`config.mk`:
```
export PLATFORM = sky130hd
export DESIGN_NAME = instr_fetch_ctrl
export DESIGN_NICKNAME = d
export VERILOG_FILES = /design/src/rtl/instr_fetch_ctrl.sv
export SDC_FILE = /design/constraint.sdc
export NUM_CORES = 1
export LEC_CHECK = 0
export BUFFER_PORTS_ARGS = -buffer_cell sky130_fd_sc_hd__buf_2
export CORE_AREA = 2 2 95 97
export CTS_BUF_LIST = sky130_fd_sc_hd__clkbuf_16
export DETAILED_ROUTE_END_ITERATION = 6
export DIE_AREA = 0 0 97 99
export PLACE_DENSITY = 0.83
export SYNTH_ARGS = -nofsm -noshare
export SYNTH_HDL_FRONTEND = slang
export SYNTH_SLANG_ARGS = --single-unit
```
`constraint.sdc`:
```
create_clock -name clk -period 2.4 [get_ports clk]
set_input_delay 0.6 -clock clk [delete_from_list [all_inputs] [get_ports clk]]
set_output_delay 0.6 -clock clk [all_outputs]
set_load 0.02 [all_outputs]
```
`src/rtl/instr_fetch_ctrl.sv`:
```
// Fetch sequencer: owns the PC, addresses the instruction memory and queues
// each fetched {pc, instruction} pair in a 2-entry buffer toward decode.
module instr_fetch_ctrl #(
   parameter int ADDR_SIZE = 8,
   parameter int INSTR_WIDTH = 32,
   parameter logic [ADDR_SIZE-1:0] RESET_PC = '0
) (
   input  logic                   clk,
   input  logic                   rst_n,
   input  logic                   en,
   input  logic                   redirect_valid,
   input  logic [ADDR_SIZE-1:0]   redirect_pc,
   output logic [ADDR_SIZE-1:0]   imem_addr,
   input  logic [INSTR_WIDTH-1:0] imem_instr,
   output logic                   out_valid,
   input  logic                   out_ready,
   output logic [INSTR_WIDTH-1:0] out_instr,
   output logic [ADDR_SIZE-1:0]   out_pc
);

   typedef enum logic {IDLE, RUN} state_t;

   state_t                 state;
   state_t                 state_next;
   logic [ADDR_SIZE-1:0]   pc;
   logic [1:0]             count;
   logic [ADDR_SIZE-1:0]   head_pc;
   logic [INSTR_WIDTH-1:0] head_instr;
   logic [ADDR_SIZE-1:0]   tail_pc;
   logic [INSTR_WIDTH-1:0] tail_instr;
   logic                   pop;
   logic                   push;

   always_ff @(posedge clk or negedge rst_n) begin
      if (!rst_n) begin
         state <= IDLE;
      end else begin
         state <= state_next;
      end
   end

   // en alone picks the next state; a redirect never blocks the transition
   always_comb begin
      state_next = state;
      pop        = out_valid & out_ready;
      push       = 1'b0;
      case (state)
         IDLE: begin
            if (en) state_next = RUN;
         end
         RUN: begin
            push = !redirect_valid & ((count != 2'd2) | pop);
            if (!en) state_next = IDLE;
         end
         default: state_next = IDLE;
      endcase
   end

   // Slot "head" always holds the oldest entry so out_* come straight from flops
   always_ff @(posedge clk or negedge rst_n) begin
      if (!rst_n) begin
         pc         <= RESET_PC;
         count      <= 2'd0;
         head_pc    <= '0;
         head_instr <= '0;
         tail_pc    <= '0;
         tail_instr <= '0;
      end else if (redirect_valid) begin
         pc    <= redirect_pc;
         count <= 2'd0;
      end else begin
         if (push) pc <= pc + 1'b1;
         case ({push, pop})
            2'b10: begin
               if (count == 2'd0) begin
                  head_pc    <= pc;
                  head_instr <= imem_instr;
               end else begin
                  tail_pc    <= pc;
                  tail_instr <= imem_instr;
               end
               count <= count + 2'd1;
            end
            2'b01: begin
               head_pc    <= tail_pc;
               head_instr <= tail_instr;
               count      <= count - 2'd1;
            end
            2'b11: begin
               if (count == 2'd1) begin
                  head_pc    <= pc;
                  head_instr <= imem_instr;
               end else begin
                  head_pc    <= tail_pc;
                  head_instr <= tail_instr;
                  tail_pc    <= pc;
                  tail_instr <= imem_instr;
               end
            end
            default: ;
         endcase
      end
   end

   assign imem_addr = pc;
   assign out_valid = (count != 2'd0);
   assign out_instr = head_instr;
   assign out_pc    = head_pc;

   // Occupancy bound and head stability under back-pressure
   a_count_max: assert property (@(posedge clk) disable iff (!rst_n) count <= 2'd2);
   a_head_stable: assert property (@(posedge clk) disable iff (!rst_n)
      (out_valid && !out_ready && !redirect_valid) |=>
         (out_valid && $stable(out_instr) && $stable(out_pc)));

endmodule
```
==> impl_results.html, run 1 <==
<table>
<tr><th>Metric</th><th>Value</th></tr>
<tr><th colspan="2">Outcome</th></tr>
<tr><td>Run status</td><td>completed</td></tr>
<tr><th colspan="2">CTS</th></tr>
<tr><td>Number of clock sinks</td><td>91</td></tr>
<tr><td>Clock slew at the register clock pins of the worst setup and hold paths</td><td>0.06 ns</td></tr>
<tr><td>CTS tree</td><td>built</td></tr>
<tr><td>Number of buffers created by CTS</td><td>9</td></tr>
<tr><td>Clock Root Buffer</td><td>clkbuf_16</td></tr>
<tr><td>Level count of the clock H-tree</td><td>3</td></tr>
<tr><td>Post-CTS Hold Buffers</td><td>0</td></tr>
<tr><td>Count of buffers added by post-CTS timing repair for setup</td><td>0</td></tr>
<tr><td>Latest clock arrival within the worst-skew pair</td><td>0.32 ns</td></tr>
<tr><td>Clock buffer depth</td><td>2</td></tr>
<tr><td>Cells resized by post-CTS repair</td><td>0</td></tr>
<tr><th colspan="2">Floorplanning</th></tr>
<tr><td>Rows</td><td>34</td></tr>
<tr><td>Horizontal extent of the die</td><td>97 µm</td></tr>
<tr><td>Area of the die</td><td>9603 µm²</td></tr>
<tr><td>Count of boundary I/O pins</td><td>94</td></tr>
<tr><td>Initial core utilization</td><td>0.4718</td></tr>
<tr><td>Core area</td><td>8551 µm²</td></tr>
<tr><td>Die height</td><td>99 µm</td></tr>
<tr><th colspan="2">Cells and area</th></tr>
<tr><td>Cell area after layout</td><td>4926 µm²</td></tr>
<tr><td>Share of final-layout standard cells stronger than drive strength 1</td><td>0.3685</td></tr>
<tr><td>Number of antenna diodes</td><td>0</td></tr>
<tr><td>Layout Area Growth over Synthesis</td><td>22.12%</td></tr>
<tr><td>Total Nets Final</td><td>470</td></tr>
<tr><td>Final instance count without filler cells</td><td>534</td></tr>
<tr><th colspan="2">Logic synthesis</th></tr>
<tr><td>Netlist cell types</td><td>27</td></tr>
<tr><td>Cell area after synthesis</td><td>4034 µm²</td></tr>
<tr><td>Dominant cell type by area after synthesis</td><td>dfrtp_1</td></tr>
<tr><td>Yosys warning total</td><td>0</td></tr>
<tr><td>Sequential cell area fraction in the yosys report</td><td>0.5645</td></tr>
<tr><td>Cell types with the largest area share after synthesis</td><td>dfrtp_1 56%, mux2_2 11%, mux2i_1 11%</td></tr>
<tr><td>Share of Yosys cell area claimed by the top area cell type</td><td>0.5645</td></tr>
<tr><td>Seq cells post-synth</td><td>91</td></tr>
<tr><td>Net count after synthesis</td><td>381</td></tr>
<tr><td>Synth Instances</td><td>332</td></tr>
<tr><td>Post-synthesis area per instance</td><td>12.15 µm²</td></tr>
<tr><th colspan="2">Setup path</th></tr>
<tr><td>Number of buffers and inverters on the critical path</td><td>2</td></tr>
<tr><td>CP Data Required Time</td><td>2.61 ns</td></tr>
<tr><td>Ordered list of cells on the worst path</td><td>inv_1, ha_1, mux2_2, nor4b_4, buf_12, mux2_2</td></tr>
<tr><td>Slowest-stage cell, CP</td><td>dfrtp_1</td></tr>
<tr><td>Arrival time worst endpoint</td><td>2.39 ns</td></tr>
<tr><td>Crit path top cell by count</td><td>mux2_2</td></tr>
<tr><td>Worst setup path class</td><td>reg -&gt; reg</td></tr>
<tr><td>Family with the most delay on the worst path</td><td>multiplexers</td></tr>
<tr><td>Largest driver fanout on the critical path</td><td>40</td></tr>
<tr><td>Category of the worst setup path launch point</td><td>flip-flop</td></tr>
<tr><td>Worst path max stage delay</td><td>0.40 ns</td></tr>
<tr><td>Category of the worst setup path capture point</td><td>flip-flop</td></tr>
<tr><th colspan="2">Global routing</th></tr>
<tr><td>Total global routing overflow</td><td>0</td></tr>
<tr><td>First-pass GRT wire length</td><td>13170 µm</td></tr>
<tr><td>GRT Resource Usage Total</td><td>0.1696</td></tr>
<tr><td>Via count of the first global-routing pass</td><td>2761</td></tr>
<tr><td>Maximum number of pins on one net before global-route repair</td><td>53</td></tr>
<tr><td>Antenna violations before repair</td><td>0</td></tr>
<tr><th colspan="2">Flow run</th></tr>
<tr><td>Maxcap violations</td><td>0</td></tr>
<tr><th colspan="2">Routing</th></tr>
<tr><td>Total via count in the routed design</td><td>2722</td></tr>
<tr><td>Vias per cell</td><td>5.097</td></tr>
<tr><td>Routed wirelength normalized by instance count</td><td>14.68 µm</td></tr>
<tr><td>Final wirelength</td><td>7840 µm</td></tr>
<tr><td>Post-route DRC</td><td>0</td></tr>
<tr><td>First drt pass iteration count</td><td>4</td></tr>
<tr><td>Number of nets with antenna violations after detailed routing</td><td>0</td></tr>
<tr><td>Starting DRT DRC Count</td><td>53</td></tr>
<tr><th colspan="2">STA</th></tr>
<tr><td>Max transition margin</td><td>0.6630</td></tr>
<tr><td>Summed negative setup slack over all endpoints</td><td>0 ns</td></tr>
<tr><td>Max-slew violation count</td><td>0</td></tr>
<tr><td>Worst setup skew after layout</td><td>0.007268 ns</td></tr>
<tr><td>Max frequency</td><td>458.4 MHz</td></tr>
<tr><td>Final critical-path required period</td><td>2.182 ns</td></tr>
<tr><td>Final Cycle Share</td><td>0.9090</td></tr>
<tr><td>Setup-failing EPs final</td><td>0</td></tr>
<tr><td>Fin Hold WS</td><td>0.1784 ns</td></tr>
<tr><td>Setup repair after global routing missed its margin</td><td>false</td></tr>
<tr><td>Slew at the pin with the worst max-slew slack</td><td>0.5055 ns</td></tr>
<tr><td>Number of hold violations in the final report</td><td>0</td></tr>
<tr><th colspan="2">Power and ir drop</th></tr>
<tr><td>Maximum vdd drop</td><td>774.7 µV</td></tr>
<tr><td>Total power density per cell area</td><td>1351 nW/µm²</td></tr>
<tr><td>Leakage power</td><td>0.002393 µW</td></tr>
<tr><th colspan="2">Placed design</th></tr>
<tr><td>Total half-perimeter wirelength after legalization and detailed placement</td><td>5454 µm</td></tr>
<tr><td>Number of input and output port buffers inserted</td><td>93</td></tr>
<tr><td>Number of placed instances, taps included</td><td>518</td></tr>
<tr><td>Final GP Congestion</td><td>0.7204</td></tr>
<tr><td>Area post-placement</td><td>4616 µm²</td></tr>
<tr><th colspan="2">Min path</th></tr>
<tr><td>Hold Path Class</td><td>in -&gt; async</td></tr>
</table>
final timing paths:
check	start	endpoint	slack [ns]	cells past startpoint
worst min register to register	tail_pc[6]	tail_pc[6]	0.48	1
min in group clk	en	state	0.38	1
worst min-delay path	rst_n	tail_instr[3]	0.18	1
worst max register to register	count[0]	tail_pc[2]	0.22	6
max in group asynchronous	rst_n	out_instr[13]	1.50	2
worst max-delay path	count[0]	tail_pc[2]	0.22	6
placed cells by master, fill, tap and decap left out, types with 3 or more instances in the layout:
cell / instances
nand2_1: 12
buf_4: 3
nand3b_1: 3
mux2i_1: 43
buf_12: 4
a211oi_1: 5
xnor2_1: 7
o21ai_0: 7
ha_1: 4
nor2_1: 43
mux2_2: 39
clkbuf_16: 9
dfrtp_1: 91
a21oi_1: 41
buf_2: 92
inv_1: 5
registers in the layout (all words and copies together) (netlist names):
register,count
state,1
tail_instr,32
out_instr,32
imem_addr,8
tail_pc,8
count,2
out_pc,8
synth_stat cells:
library cell  instances
a21oi_2               1
nor4b_4               1
a311oi_1              1
dfrtp_1              91
buf_1                 1
xnor2_1               7
ha_1                  4
o21ai_0               7
buf_6                 5
a211oi_1              5
clkbuf_1              5
a21boi_0              1
nor2_1               43
nand4_1               1
nand2b_1              2
a21oi_1              41
mux2_2               39
a2111oi_2             1
nand3b_1              3
nand2_1              12
a211oi_2              1
mux2i_1              43
mux2_1                2
inv_1                 3
nand3_1               1
buf_2                10
nor2b_1               1
through the flow:
stage | util | setup slack, ns | total power (µW)
6_report | 0.5761 | 0.2183 | 6656
5_1_grt | 0.5761 | 0.1234 | 7098
4_1_cts | 0.5761 | 0.2236 | 6746
3_5_place_dp | 0.5398 | 0.2272 | 5275
3_3_place_gp | 0.5398 | 0.3122 | 5120
2_1_floorplan | - | 0.3945 | 4477
layer usage:
| layer | share of wire | global-route usage | wire (µm) |
|---|---|---|---|
| met1 | 0.47 | 0.2271 | 3694 |
| met2 | 0.49 | 0.2815 | 3805 |
| met3 | 0.035 | 0.03617 | 271 |
| met4 | 0.0088 | 0.04875 | 69 |
| met5 | 0 | 0 | 0 |
kinds of logic after synthesis:
kind of cell,Yosys count,synth area share
AO/OA/AOI/OAI,58,0.08189
XOR/XNOR,7,0.01520
adder cells (fa/ha/maj),4,0.01241
buffers and inverters,24,0.03474
flip-flops,91,0.5645
multiplexers,84,0.2212
AND/OR/NAND/NOR,64,0.07010
final cells by class:
class / count / area, µm²
fill: 730 / 3625
sequential: 91 / 2277
multi-input combinational: 217 / 1629
timing repair buffer: 99 / 563.0
clock buffer: 9 / 225.2
tap: 108 / 135.1
clock inverter: 7 / 85.08
inverter: 3 / 11.26
report_power, final:
part / switching (µW) / internal (µW)
sequential: 377 / 2250
clock: 551 / 901
combinational: 1450 / 1130
(Power assumes the default switching activity.)
==> run 2, diff against run 1 <==
PLACE_DENSITY = 0.71   (was 0.83)
SLEW_MARGIN = 20   (was not set)
==> run 2 against run 1 <==
Effect of this change: non-clock buffer count did not move; via count is 0.59% higher; wire length is 3.4% lower; maximum frequency up 6.4%; first-iteration DRC count up 23%; sequential power about the same; clock skew shrank 0.0013 ns; clock power fell by 7%; power decreased by 1.9%; largest cell class unchanged; highest routed layer unchanged.
==> impl_results.html, run 2 (synthesized netlist as in run 1, its figures left out) <==
<table>
<tr><th>Metric</th><th>Value</th></tr>
<tr><th colspan="2">STA</th></tr>
<tr><td>Max frequency</td><td>487.6 MHz (was 458.4 MHz)</td></tr>
<tr><td>Worst setup skew after layout</td><td>0.005928 ns (was 0.007268 ns)</td></tr>
<tr><td>Number of hold violations in the final report</td><td>0 (unchanged)</td></tr>
<tr><td>Summed negative setup slack over all endpoints</td><td>0 ns (unchanged)</td></tr>
<tr><td>Max transition margin</td><td>0.6618 (was 0.6630)</td></tr>
<tr><td>Setup repair after global routing missed its margin</td><td>false (unchanged)</td></tr>
<tr><td>Max-slew violation count</td><td>0 (unchanged)</td></tr>
<tr><td>Setup-failing EPs final</td><td>0 (unchanged)</td></tr>
<tr><td>Final Cycle Share</td><td>0.8546 (was 0.9090)</td></tr>
<tr><td>Slew at the pin with the worst max-slew slack</td><td>0.5074 ns (was 0.5055 ns)</td></tr>
<tr><td>Final critical-path required period</td><td>2.051 ns (was 2.182 ns)</td></tr>
<tr><th colspan="2">Routing</th></tr>
<tr><td>Number of nets with antenna violations after detailed routing</td><td>0 (unchanged)</td></tr>
<tr><td>Vias per cell</td><td>5.127 (was 5.097)</td></tr>
<tr><td>Post-route DRC</td><td>0 (unchanged)</td></tr>
<tr><td>Starting DRT DRC Count</td><td>65 (was 53)</td></tr>
<tr><td>Routed wirelength normalized by instance count</td><td>14.18 µm (was 14.68 µm)</td></tr>
<tr><td>First drt pass iteration count</td><td>4 (unchanged)</td></tr>
<tr><td>Total via count in the routed design</td><td>2738 (was 2722)</td></tr>
<tr><td>Final wirelength</td><td>7570 µm (was 7840 µm)</td></tr>
<tr><th colspan="2">Cells and area</th></tr>
<tr><td>Combined flip-flop and latch cell area</td><td>2277 µm² (unchanged)</td></tr>
<tr><td>Cell area after layout</td><td>4902 µm² (was 4926 µm²)</td></tr>
<tr><td>Commonest non-fill, non-tap cell in the layout</td><td>buf_2 (unchanged)</td></tr>
<tr><td>Leading cell types in the layout, fill and taps excluded</td><td>92 x buf_2, 91 x dfrtp_1, 43 x mux2i_1, 43 x nor2_1, 41 x a21oi_1 (unchanged)</td></tr>
<tr><td>Final instance count without filler cells</td><td>534 (unchanged)</td></tr>
<tr><td>Number of fill cells</td><td>741 (was 730)</td></tr>
<tr><td>Number of antenna diodes</td><td>0 (unchanged)</td></tr>
<tr><td>Layout Area Growth over Synthesis</td><td>21.53% (was 22.12%)</td></tr>
<tr><td>Post-route core utilization</td><td>0.5733 (was 0.5761)</td></tr>
<tr><td>Total Nets Final</td><td>470 (unchanged)</td></tr>
<tr><td>Share of final-layout standard cells stronger than drive strength 1</td><td>0.3662 (was 0.3685)</td></tr>
<tr><td>Combined area of the multi-input logic cells</td><td>1629 µm² (unchanged)</td></tr>
<tr><th colspan="2">Global routing</th></tr>
<tr><td>Maximum number of pins on one net before global-route repair</td><td>54 (was 53)</td></tr>
<tr><td>Via count of the first global-routing pass</td><td>2718 (was 2761)</td></tr>
<tr><td>Antenna violations before repair</td><td>0 (unchanged)</td></tr>
<tr><td>GRT Resource Usage Total</td><td>0.1648 (was 0.1696)</td></tr>
<tr><td>Total global routing overflow</td><td>0 (unchanged)</td></tr>
<tr><td>First-pass GRT wire length</td><td>12790 µm (was 13170 µm)</td></tr>
<tr><th colspan="2">Floorplanning</th></tr>
<tr><td>Core area</td><td>8551 µm² (unchanged)</td></tr>
<tr><td>Die height</td><td>99 µm (unchanged)</td></tr>
<tr><td>Initial core utilization</td><td>0.4718 (unchanged)</td></tr>
<tr><td>Count of boundary I/O pins</td><td>94 (unchanged)</td></tr>
<tr><td>Horizontal extent of the die</td><td>97 µm (unchanged)</td></tr>
<tr><td>Rows</td><td>34 (unchanged)</td></tr>
<tr><td>Area of the die</td><td>9603 µm² (unchanged)</td></tr>
<tr><th colspan="2">Setup path</th></tr>
<tr><td>Category of the worst setup path launch point</td><td>flip-flop (unchanged)</td></tr>
<tr><td>Slowest-stage cell, CP</td><td>dfrtp_1 (unchanged)</td></tr>
<tr><td>Worst path max stage delay</td><td>0.40 ns (about the same)</td></tr>
<tr><td>Internal reg-to-reg setup slack</td><td>0.35 ns (was 0.22 ns)</td></tr>
<tr><td>CP Data Required Time</td><td>2.62 ns (was 2.61 ns)</td></tr>
<tr><td>Family with the most delay on the worst path</td><td>compound AO/OA/AOI/OAI gates (was multiplexers)</td></tr>
<tr><td>Largest driver fanout on the critical path</td><td>10 (was 40)</td></tr>
<tr><td>Arrival time worst endpoint</td><td>2.27 ns (was 2.39 ns)</td></tr>
<tr><td>Number of buffers and inverters on the critical path</td><td>1 (was 2)</td></tr>
<tr><td>Category of the worst setup path capture point</td><td>flip-flop (unchanged)</td></tr>
<tr><td>Ordered list of cells on the worst path</td><td>inv_1, ha_1, nand2b_1, a211oi_2, a211oi_1, a311oi_1 (was inv_1, ha_1, mux2_2, nor4b_4, buf_12, mux2_2)</td></tr>
<tr><td>Worst setup path class</td><td>reg -&gt; reg (unchanged)</td></tr>
<tr><th colspan="2">Placed design</th></tr>
<tr><td>Number of input and output port buffers inserted</td><td>93 (unchanged)</td></tr>
<tr><td>Total half-perimeter wirelength after legalization and detailed placement</td><td>5144 µm (was 5454 µm)</td></tr>
<tr><td>Number of placed instances, taps included</td><td>518 (unchanged)</td></tr>
<tr><td>Area post-placement</td><td>4616 µm² (unchanged)</td></tr>
<tr><td>Final GP Congestion</td><td>0.7714 (was 0.7204)</td></tr>
<tr><th colspan="2">CTS</th></tr>
<tr><td>Post-CTS Hold Buffers</td><td>0 (unchanged)</td></tr>
<tr><td>Latest clock arrival within the worst-skew pair</td><td>0.33 ns (was 0.32 ns)</td></tr>
<tr><td>Number of clock sinks</td><td>91 (unchanged)</td></tr>
<tr><td>Number of buffers created by CTS</td><td>9 (unchanged)</td></tr>
<tr><td>Cells resized by post-CTS repair</td><td>0 (unchanged)</td></tr>
<tr><td>CTS tree</td><td>built (unchanged)</td></tr>
<tr><td>Level count of the clock H-tree</td><td>3 (unchanged)</td></tr>
<tr><td>Clock slew at the register clock pins of the worst setup and hold paths</td><td>0.06 ns (about the same)</td></tr>
<tr><td>Clock buffer depth</td><td>2 (unchanged)</td></tr>
<tr><td>Count of buffers added by post-CTS timing repair for setup</td><td>0 (unchanged)</td></tr>
<tr><td>Clock Root Buffer</td><td>clkbuf_16 (unchanged)</td></tr>
<tr><th colspan="2">Power and ir drop</th></tr>
<tr><td>Leakage power</td><td>0.002377 µW (was 0.002393 µW)</td></tr>
<tr><td>Maximum vdd drop</td><td>522.4 µV (was 774.7 µV)</td></tr>
<tr><td>Total power density per cell area</td><td>1332 nW/µm² (was 1351 nW/µm²)</td></tr>
<tr><th colspan="2">Min path</th></tr>
<tr><td>Hold Path Class</td><td>in -&gt; async (unchanged)</td></tr>
<tr><th colspan="2">Flow run</th></tr>
<tr><td>Maxcap violations</td><td>0 (unchanged)</td></tr>
<tr><th colspan="2">Outcome</th></tr>
<tr><td>Run status</td><td>completed (unchanged)</td></tr>
</table>
## run 2: report_power, final
group | total (µW) | internal (µW) | leakage, µW | switching, µW
combinational | 2570 | 1130 | 0.00118 | 1440
clock | 1350 | 794 | 0.000141 | 555
sequential | 2610 | 2250 | 0.00106 | 367
## run 2: path summary, 6_finish.rpt
check | startpoint | endpoint | cells after the start
max in group asynchronous | rst_n | out_instr[12] | 2
worst min-delay path | rst_n | out_pc[6] | 1
worst min register to register | tail_pc[6] | tail_pc[6] | 1
worst max-delay path | count[0] | imem_addr[7] | 6
worst max register to register | count[0] | imem_addr[7] | 6
min in group clk | en | state | 1
## run 2: metal layers
layer / wire [µm] / track usage / vias to the layer above
li1: - / - / 1337
met2: 3690 / 0.2714 / 53
met4: 111 / 0.06501 / 0
met1: 3469 / 0.2164 / 1339
met5: 0 / 0 / -
met3: 299 / 0.03262 / 9
## run 2: final cells by class
type                       instances  area share
clock buffer                       9     0.04594
clock inverter                     7     0.01251
inverter                           3    0.002297
multi-input combinational        217      0.3323
sequential                        91      0.4645
tap                              108     0.02757
timing repair buffer              99      0.1149
## run 2: per-stage QoR
step / power [µW] / setup WS [ns] / hold WS [ns]
after floorplan: 4477 / 0.3945 / 0.3044
after global routing: 6971 / 0.1851 / 0.2748
after global placement: 5139 / 0.3097 / 0.4706
after detailed placement: 5261 / 0.2557 / 0.4786
after CTS: 6628 / 0.3688 / 0.2507
final: 6532 / 0.3490 / 0.2357
## run 2: worst register-to-register path, stage by stage, from the launching register on
cell      delay (ns)
dfrtp_1         0.40
inv_1           0.08
ha_1            0.28
nand2b_1        0.39
a211oi_2        0.40
a211oi_1        0.12
a311oi_1        0.28
